<file path="src/rtl/ccff_loader_pkg.sv">
// Shared types and CRC-16-CCITT helpers for the configuration-chain loader.
package ccff_loader_pkg;

  typedef enum logic [2:0] {
    ST_IDLE   = 3'd0,
    ST_FETCH  = 3'd1,
    ST_SHIFT  = 3'd2,
    ST_DONE   = 3'd3,
    ST_VERIFY = 3'd4
  } state_t;

  localparam logic [15:0] CRC16_POLY = 16'h1021;
  localparam logic [15:0] CRC16_INIT = 16'hFFFF;

  // MSB-first update with one data bit.
  function automatic logic [15:0] crc16_step(input logic [15:0] crc, input logic din);
    logic fb;
    fb = crc[15] ^ din;
    return {crc[14:0], 1'b0} ^ (fb ? CRC16_POLY : 16'h0000);
  endfunction

endpackage

</file>
<file path="src/rtl/ccff_crc16_ser.sv">
// One-bit-per-cycle serial CRC-16-CCITT accumulator with synchronous clear.
module ccff_crc16_ser
  import ccff_loader_pkg::*;
(
  input  logic        prog_clk,
  input  logic        pReset_n,
  input  logic        clr,
  input  logic        en,
  input  logic        din,
  output logic [15:0] crc
);

  logic [15:0] crc_reg;

  always_ff @(posedge prog_clk or negedge pReset_n) begin
    if (!pReset_n) begin
      crc_reg <= CRC16_INIT;
    end else if (clr) begin
      crc_reg <= CRC16_INIT;
    end else if (en) begin
      crc_reg <= crc16_step(crc_reg, din);
    end
  end

  assign crc = crc_reg;

endmodule

</file>
<file path="src/rtl/ccff_bitstream_loader.sv">
// Serializes host words LSB-first onto a configuration chain head, gating the chain shift enable.
// Optional read-back CRC check of the chain is compiled in with CCFF_READBACK_VERIFY_EN.
module ccff_bitstream_loader
  import ccff_loader_pkg::*;
#(
  parameter int  CHAIN_LEN = 1024,
  parameter int  WORD_W    = 32,
  localparam int CNT_W     = $clog2(CHAIN_LEN + 1)
) (
  input  logic              prog_clk,
  input  logic              pReset_n,
  input  logic              start,
  input  logic              word_valid,
  input  logic [WORD_W-1:0] word_data,
  output logic              word_ready,
  output logic              ccff_head,
  input  logic              ccff_tail,
  output logic              chain_shift_en,
  output logic              busy,
  output logic              done,
  output logic              err
);

  localparam int IDX_W = $clog2(WORD_W);
  localparam logic [CNT_W-1:0] LAST_BIT = CNT_W'(CHAIN_LEN - 1);
  localparam logic [IDX_W-1:0] LAST_IDX = IDX_W'(WORD_W - 1);

  state_t            state_reg, state_next;
  logic [WORD_W-1:0] sreg_reg, sreg_next;
  logic [CNT_W-1:0]  bit_cnt_reg, bit_cnt_next;
  logic [IDX_W-1:0]  word_idx_reg, word_idx_next;
  logic              head_reg, head_next;
  logic              shift_en_reg, shift_en_next;

`ifdef CCFF_READBACK_VERIFY_EN
  localparam logic [CNT_W-1:0] VERIFY_END = CNT_W'(CHAIN_LEN);
  logic        err_reg, err_next;
  logic        recirc_reg, recirc_next;
  logic        crc_clr, crc_a_en;
  logic [15:0] crc_a, crc_b;

  ccff_crc16_ser u_crc_issue (
    .prog_clk (prog_clk), .pReset_n (pReset_n), .clr (crc_clr),
    .en (crc_a_en), .din (sreg_reg[0]), .crc (crc_a)
  );

  // recirc_reg marks cycles where the chain captures its own tail, so the tail is sampled exactly then.
  ccff_crc16_ser u_crc_tail (
    .prog_clk (prog_clk), .pReset_n (pReset_n), .clr (crc_clr),
    .en (recirc_reg), .din (ccff_tail), .crc (crc_b)
  );
`else
  logic unused_tail;
  assign unused_tail = ccff_tail;
`endif

  always_ff @(posedge prog_clk or negedge pReset_n) begin
    if (!pReset_n) begin
      state_reg    <= ST_IDLE;
      sreg_reg     <= '0;
      bit_cnt_reg  <= '0;
      word_idx_reg <= '0;
      head_reg     <= 1'b0;
      shift_en_reg <= 1'b0;
`ifdef CCFF_READBACK_VERIFY_EN
      err_reg      <= 1'b0;
      recirc_reg   <= 1'b0;
`endif
    end else begin
      state_reg    <= state_next;
      sreg_reg     <= sreg_next;
      bit_cnt_reg  <= bit_cnt_next;
      word_idx_reg <= word_idx_next;
      head_reg     <= head_next;
      shift_en_reg <= shift_en_next;
`ifdef CCFF_READBACK_VERIFY_EN
      err_reg      <= err_next;
      recirc_reg   <= recirc_next;
`endif
    end
  end

  always_comb begin
    state_next    = state_reg;
    sreg_next     = sreg_reg;
    bit_cnt_next  = bit_cnt_reg;
    word_idx_next = word_idx_reg;
    head_next     = head_reg;
    shift_en_next = 1'b0;
    word_ready    = 1'b0;
`ifdef CCFF_READBACK_VERIFY_EN
    err_next      = err_reg;
    recirc_next   = 1'b0;
    crc_clr       = 1'b0;
    crc_a_en      = 1'b0;
`endif
    case (state_reg)
      ST_IDLE, ST_DONE: begin
        if (start) begin
          state_next   = ST_FETCH;
          bit_cnt_next = '0;
`ifdef CCFF_READBACK_VERIFY_EN
          err_next     = 1'b0;
          crc_clr      = 1'b1;
`endif
        end
      end
      ST_FETCH: begin
        word_ready = 1'b1;
        if (word_valid) begin
          sreg_next     = word_data;
          word_idx_next = '0;
          state_next    = ST_SHIFT;
        end
      end
      ST_SHIFT: begin
        head_next     = sreg_reg[0];
        shift_en_next = 1'b1;
        sreg_next     = sreg_reg >> 1;
        bit_cnt_next  = bit_cnt_reg + 1'b1;
        word_idx_next = word_idx_reg + 1'b1;
`ifdef CCFF_READBACK_VERIFY_EN
        crc_a_en      = 1'b1;
`endif
        // Last chain bit wins over end-of-word: leftover bits of a partial word are dropped.
        if (bit_cnt_reg == LAST_BIT) begin
`ifdef CCFF_READBACK_VERIFY_EN
          state_next   = ST_VERIFY;
          bit_cnt_next = '0;
`else
          state_next   = ST_DONE;
`endif
        end else if (word_idx_reg == LAST_IDX) begin
          state_next = ST_FETCH;
        end
      end
`ifdef CCFF_READBACK_VERIFY_EN
      // The first cycle only lets the final issued bit land; the extra cycle at the end folds
      // the last returning bit into the comparison.
      ST_VERIFY: begin
        if (bit_cnt_reg != VERIFY_END) begin
          shift_en_next = 1'b1;
          recirc_next   = 1'b1;
          bit_cnt_next  = bit_cnt_reg + 1'b1;
        end else begin
          state_next = ST_DONE;
          err_next   = (crc_a != crc16_step(crc_b, ccff_tail));
        end
      end
`endif
      default: state_next = ST_IDLE;
    endcase
  end

`ifdef CCFF_READBACK_VERIFY_EN
  // During recirculation the tail flop feeds the head directly so the loop stays CHAIN_LEN long.
  assign ccff_head = recirc_reg ? ccff_tail : head_reg;
  assign err       = err_reg;
`else
  assign ccff_head = head_reg;
  assign err       = 1'b0;
`endif
  assign chain_shift_en = shift_en_reg;
  assign busy           = (state_reg != ST_IDLE) && (state_reg != ST_DONE);
  assign done           = (state_reg == ST_DONE);

endmodule
</file>
<file path="config.mk">
export PLATFORM = sky130hd
export DESIGN_NAME = ccff_bitstream_loader
export DESIGN_NICKNAME = d
export VERILOG_FILES = /design/src/rtl/ccff_loader_pkg.sv /design/src/rtl/ccff_crc16_ser.sv /design/src/rtl/ccff_bitstream_loader.sv
export SDC_FILE = /design/constraint.sdc
export NUM_CORES = 1
export LEC_CHECK = 0
export CORE_AREA = 3 3 70 98
export CTS_BUF_LIST = sky130_fd_sc_hd__clkbuf_8
export DETAILED_ROUTE_END_ITERATION = 10
export DIE_AREA = 0 0 73 101
export PLACE_DENSITY = 0.72
export SLEW_MARGIN = 0
export SYNTH_ARGS = -nofsm -noshare
export SYNTH_HDL_FRONTEND = slang
export SYNTH_SLANG_ARGS = --single-unit
</file>
<file path="constraint.sdc">
create_clock -name prog_clk -period 2.4 [get_ports prog_clk]
set_clock_uncertainty 0.1 [all_clocks]
set_input_delay 0.6 -clock prog_clk [delete_from_list [all_inputs] [get_ports prog_clk]]
set_output_delay 0.6 -clock prog_clk [all_outputs]
set_load 0.1 [all_outputs]
</file>
==> results.md <==
* Outcome: completed
* MaxCap Viol Count at 0
* Most common library cells after synthesis: 52 x dfrtp_1, 47 x nand2_1, 43 x o21ai_0, 38 x mux2i_1, 11 x buf_2
* Cell count after synthesis at 260
* CTS root buf: clkbuf_8
* Clock transition at path regs at 0.10 ns
* DRT Wirelength at 4740 µm
* Area contributors post-synth: dfrtp_1 51%, mux2i_1 15%, o21ai_0 8.4%
* Yosys top cell by area: dfrtp_1
* Synth top area share at 50.8%
* P_sw at 1.69 mW
* RSZ-0062 raised after global routing: false
* Max Slew Vio Count at 0
* Fin area at 3210 µm²
* Post-synth cell types at 32
* Seq pwr share at 35.0%
* Core Area at 6170 µm²
* GRT Total Usage at 14.0%
* N_diodes at 0
* I/O Buffers at 40
* Die W at 73 µm
* Fmax at 0.474 GHz
* Seq/Total Area, Yosys at 50.8%
* PwrDens at 1240 nW/µm²
* Slowest cell on crit path: dfrtp_1
* Post-synth net total at 303
* Mapped Area at 2560 µm²
* Origin of the critical flop-to-flop path: word_idx_reg[0]
* Critical path buffers and inverters at 2
* DP Worst Slack at 0.333 ns
* HP Class: input pin to asynchronous set/reset pin
* Postcts setup bufs at 0
* Mean Syn Cell Area at 9.86 µm²
* CP Launch Type: flip-flop
* Worst skew pair latency at 0.30 ns
* Final hold violation count at 0
* Ys flop type: dfrtp_1
* Final net count at 343
* Die area at 7370 µm²
* CP Max Fanout at 7
* First-pass DRT Iterations at 4
* Clock share of power at 15.0%
* Max reg flops at 32
* Worst setup EP type: output port
* Max Root-Sink Buffers at 2
* DRT iter0 DRCs at 95
* Final min period at 2.11 ns
* Hpwl dp at 3360 µm
* Total CTS buffers at 5
* Fin Setup TNS at 0 ns
* Post-synth ARST share at 100%
* Fraction of layout cells with a size suffix above 1 at 8.97%
* Crit Path Category: flip-flop to output port
* Post-CTS Resized at 0
* CTS sink cnt at 52
* Pleak at 1.37 nW
* Antenna violations before repair at 0
* Critical path's largest stage delay at 0.41 ns
* Synthesized flop and latch total at 52
* Htree depth at 2
* Number of flops mapped to enable cells by yosys at 0
* Most frequent cell after synthesis: dfrtp_1
* Hold_buf cts at 0
* Final hold slack at 0.160 ns
* Routed WL per cell at 12.7 µm
* Net Sw Frac at 42.5%
* Endpoints failing setup at 0
* Die Span Y at 101 µm
* Total gr overflow at 0
* Via count at 1966
* Final worst slack at 0.289 ns
* Worst setup path start: state_reg[1]
* Worst Path Arrival at 1.41 ns
* I/O pin count at 43
* R2r setup slk at 0.56 ns
* VDD IR max at 0.624 mV
* Site row count at 34
* First-pass GRT wire length at 8370 µm
* CTS tree: built
* Worst R2R Path Depth at 5
* Final cycle utilization of the critical path at 88.0%
* CP delay by family, top: flip-flops
* Reg2reg end: state_reg[0]
* Cell Chain, Critical Path: inv_1, ha_1, buf_12
* Residual DRC at 0
* Area after DPL at 3100 µm²
* Avg Vias per Cell at 5.27
* Post-route ant nets at 0
* Routability cong. at 0.738
* Largest net degree at the start of global routing at 53
* Yosys warns at 0
* Vias in the first global route at 1940
* Synth-to-Final Area Change at 25.0%
* Starting Density at 41.6%
* Overall Power at 3.98 mW
* Worst Path Required at 1.70 ns
* P_int at 2.29 mW
* Comb pwr share at 50.1%
## power by group through the flow
stage | logic, mW | registers (mW) | clock network [mW]
after floorplan | 1.36 | 1.46 | 0
after global placement | 1.97 | 1.39 | 0
after detailed placement | 2.02 | 1.41 | 0
after CTS | 2.02 | 1.39 | 0.615
after global routing | 2.22 | 1.43 | 0.641
final | 1.99 | 1.39 | 0.595
## layout make-up
type	count	area, µm²
repair buffers	49	513
clock buffers	5	68.8
inverters	8	30.0
fillers	553	2960
flip-flops and latches	52	1300
well taps	72	90.1
clock inverters	3	38.8
multi-input cells	184	1160
## routing by layer
| metal | track usage [%] | up-vias | wire length, µm |
|---|---|---|---|
| met3 | 2.79 | 12 | 172 |
| met2 | 23.1 | 37 | 2340 |
| li1 | - | 983 | - |
| met1 | 17.4 | 934 | 2110 |
| met5 | 0 | - | 0 |
| met4 | 6.25 | 0 | 110 |
## cells by family (layout without fill, tap and decap cells)
group / after synthesis / count (layout) / synth area share (%)
AOI/OAI and AO/OA: 59 / 59 / 12.8
adders and majority gates: 6 / 6 / 2.93
buffers and inverters: 24 / 65 / 4.39
DFF: 52 / 52 / 50.8
muxes: 39 / 39 / 15.3
other: 1 / 1 / 0.146
and+or+nand+nor: 79 / 79 / 13.7
## placed cells by master, fill, tap and decap left out, types with 4 or more instances in the layout
cell type,count
a21oi_1,5
clkdlybuf4s50_1,34
buf_4,9
nand3_1,4
mux2i_1,38
o21ai_0,43
dfrtp_1,52
nor3_1,6
nor2_1,8
ha_1,5
nand2_1,47
buf_12,5
clkbuf_8,5
inv_1,9
## through the flow
stage                     utilization (%)  instances
final                                52.0        373
after global routing                 52.0        373
after CTS                            52.0        373
after detailed placement             50.2        365
after global placement               50.2        365
after floorplan                         -        260
## worst max-delay path by stage
stage	endpoint	cells after the start
2_1_floorplan	sreg_reg[13]	8
3_3_place_gp	bit_cnt_reg[6]	5
3_5_place_dp	bit_cnt_reg[6]	5
4_1_cts	word_ready	3
5_1_grt	word_ready	3
6_report	word_ready	3
Note: power is estimated with default switching activity, not from simulation.
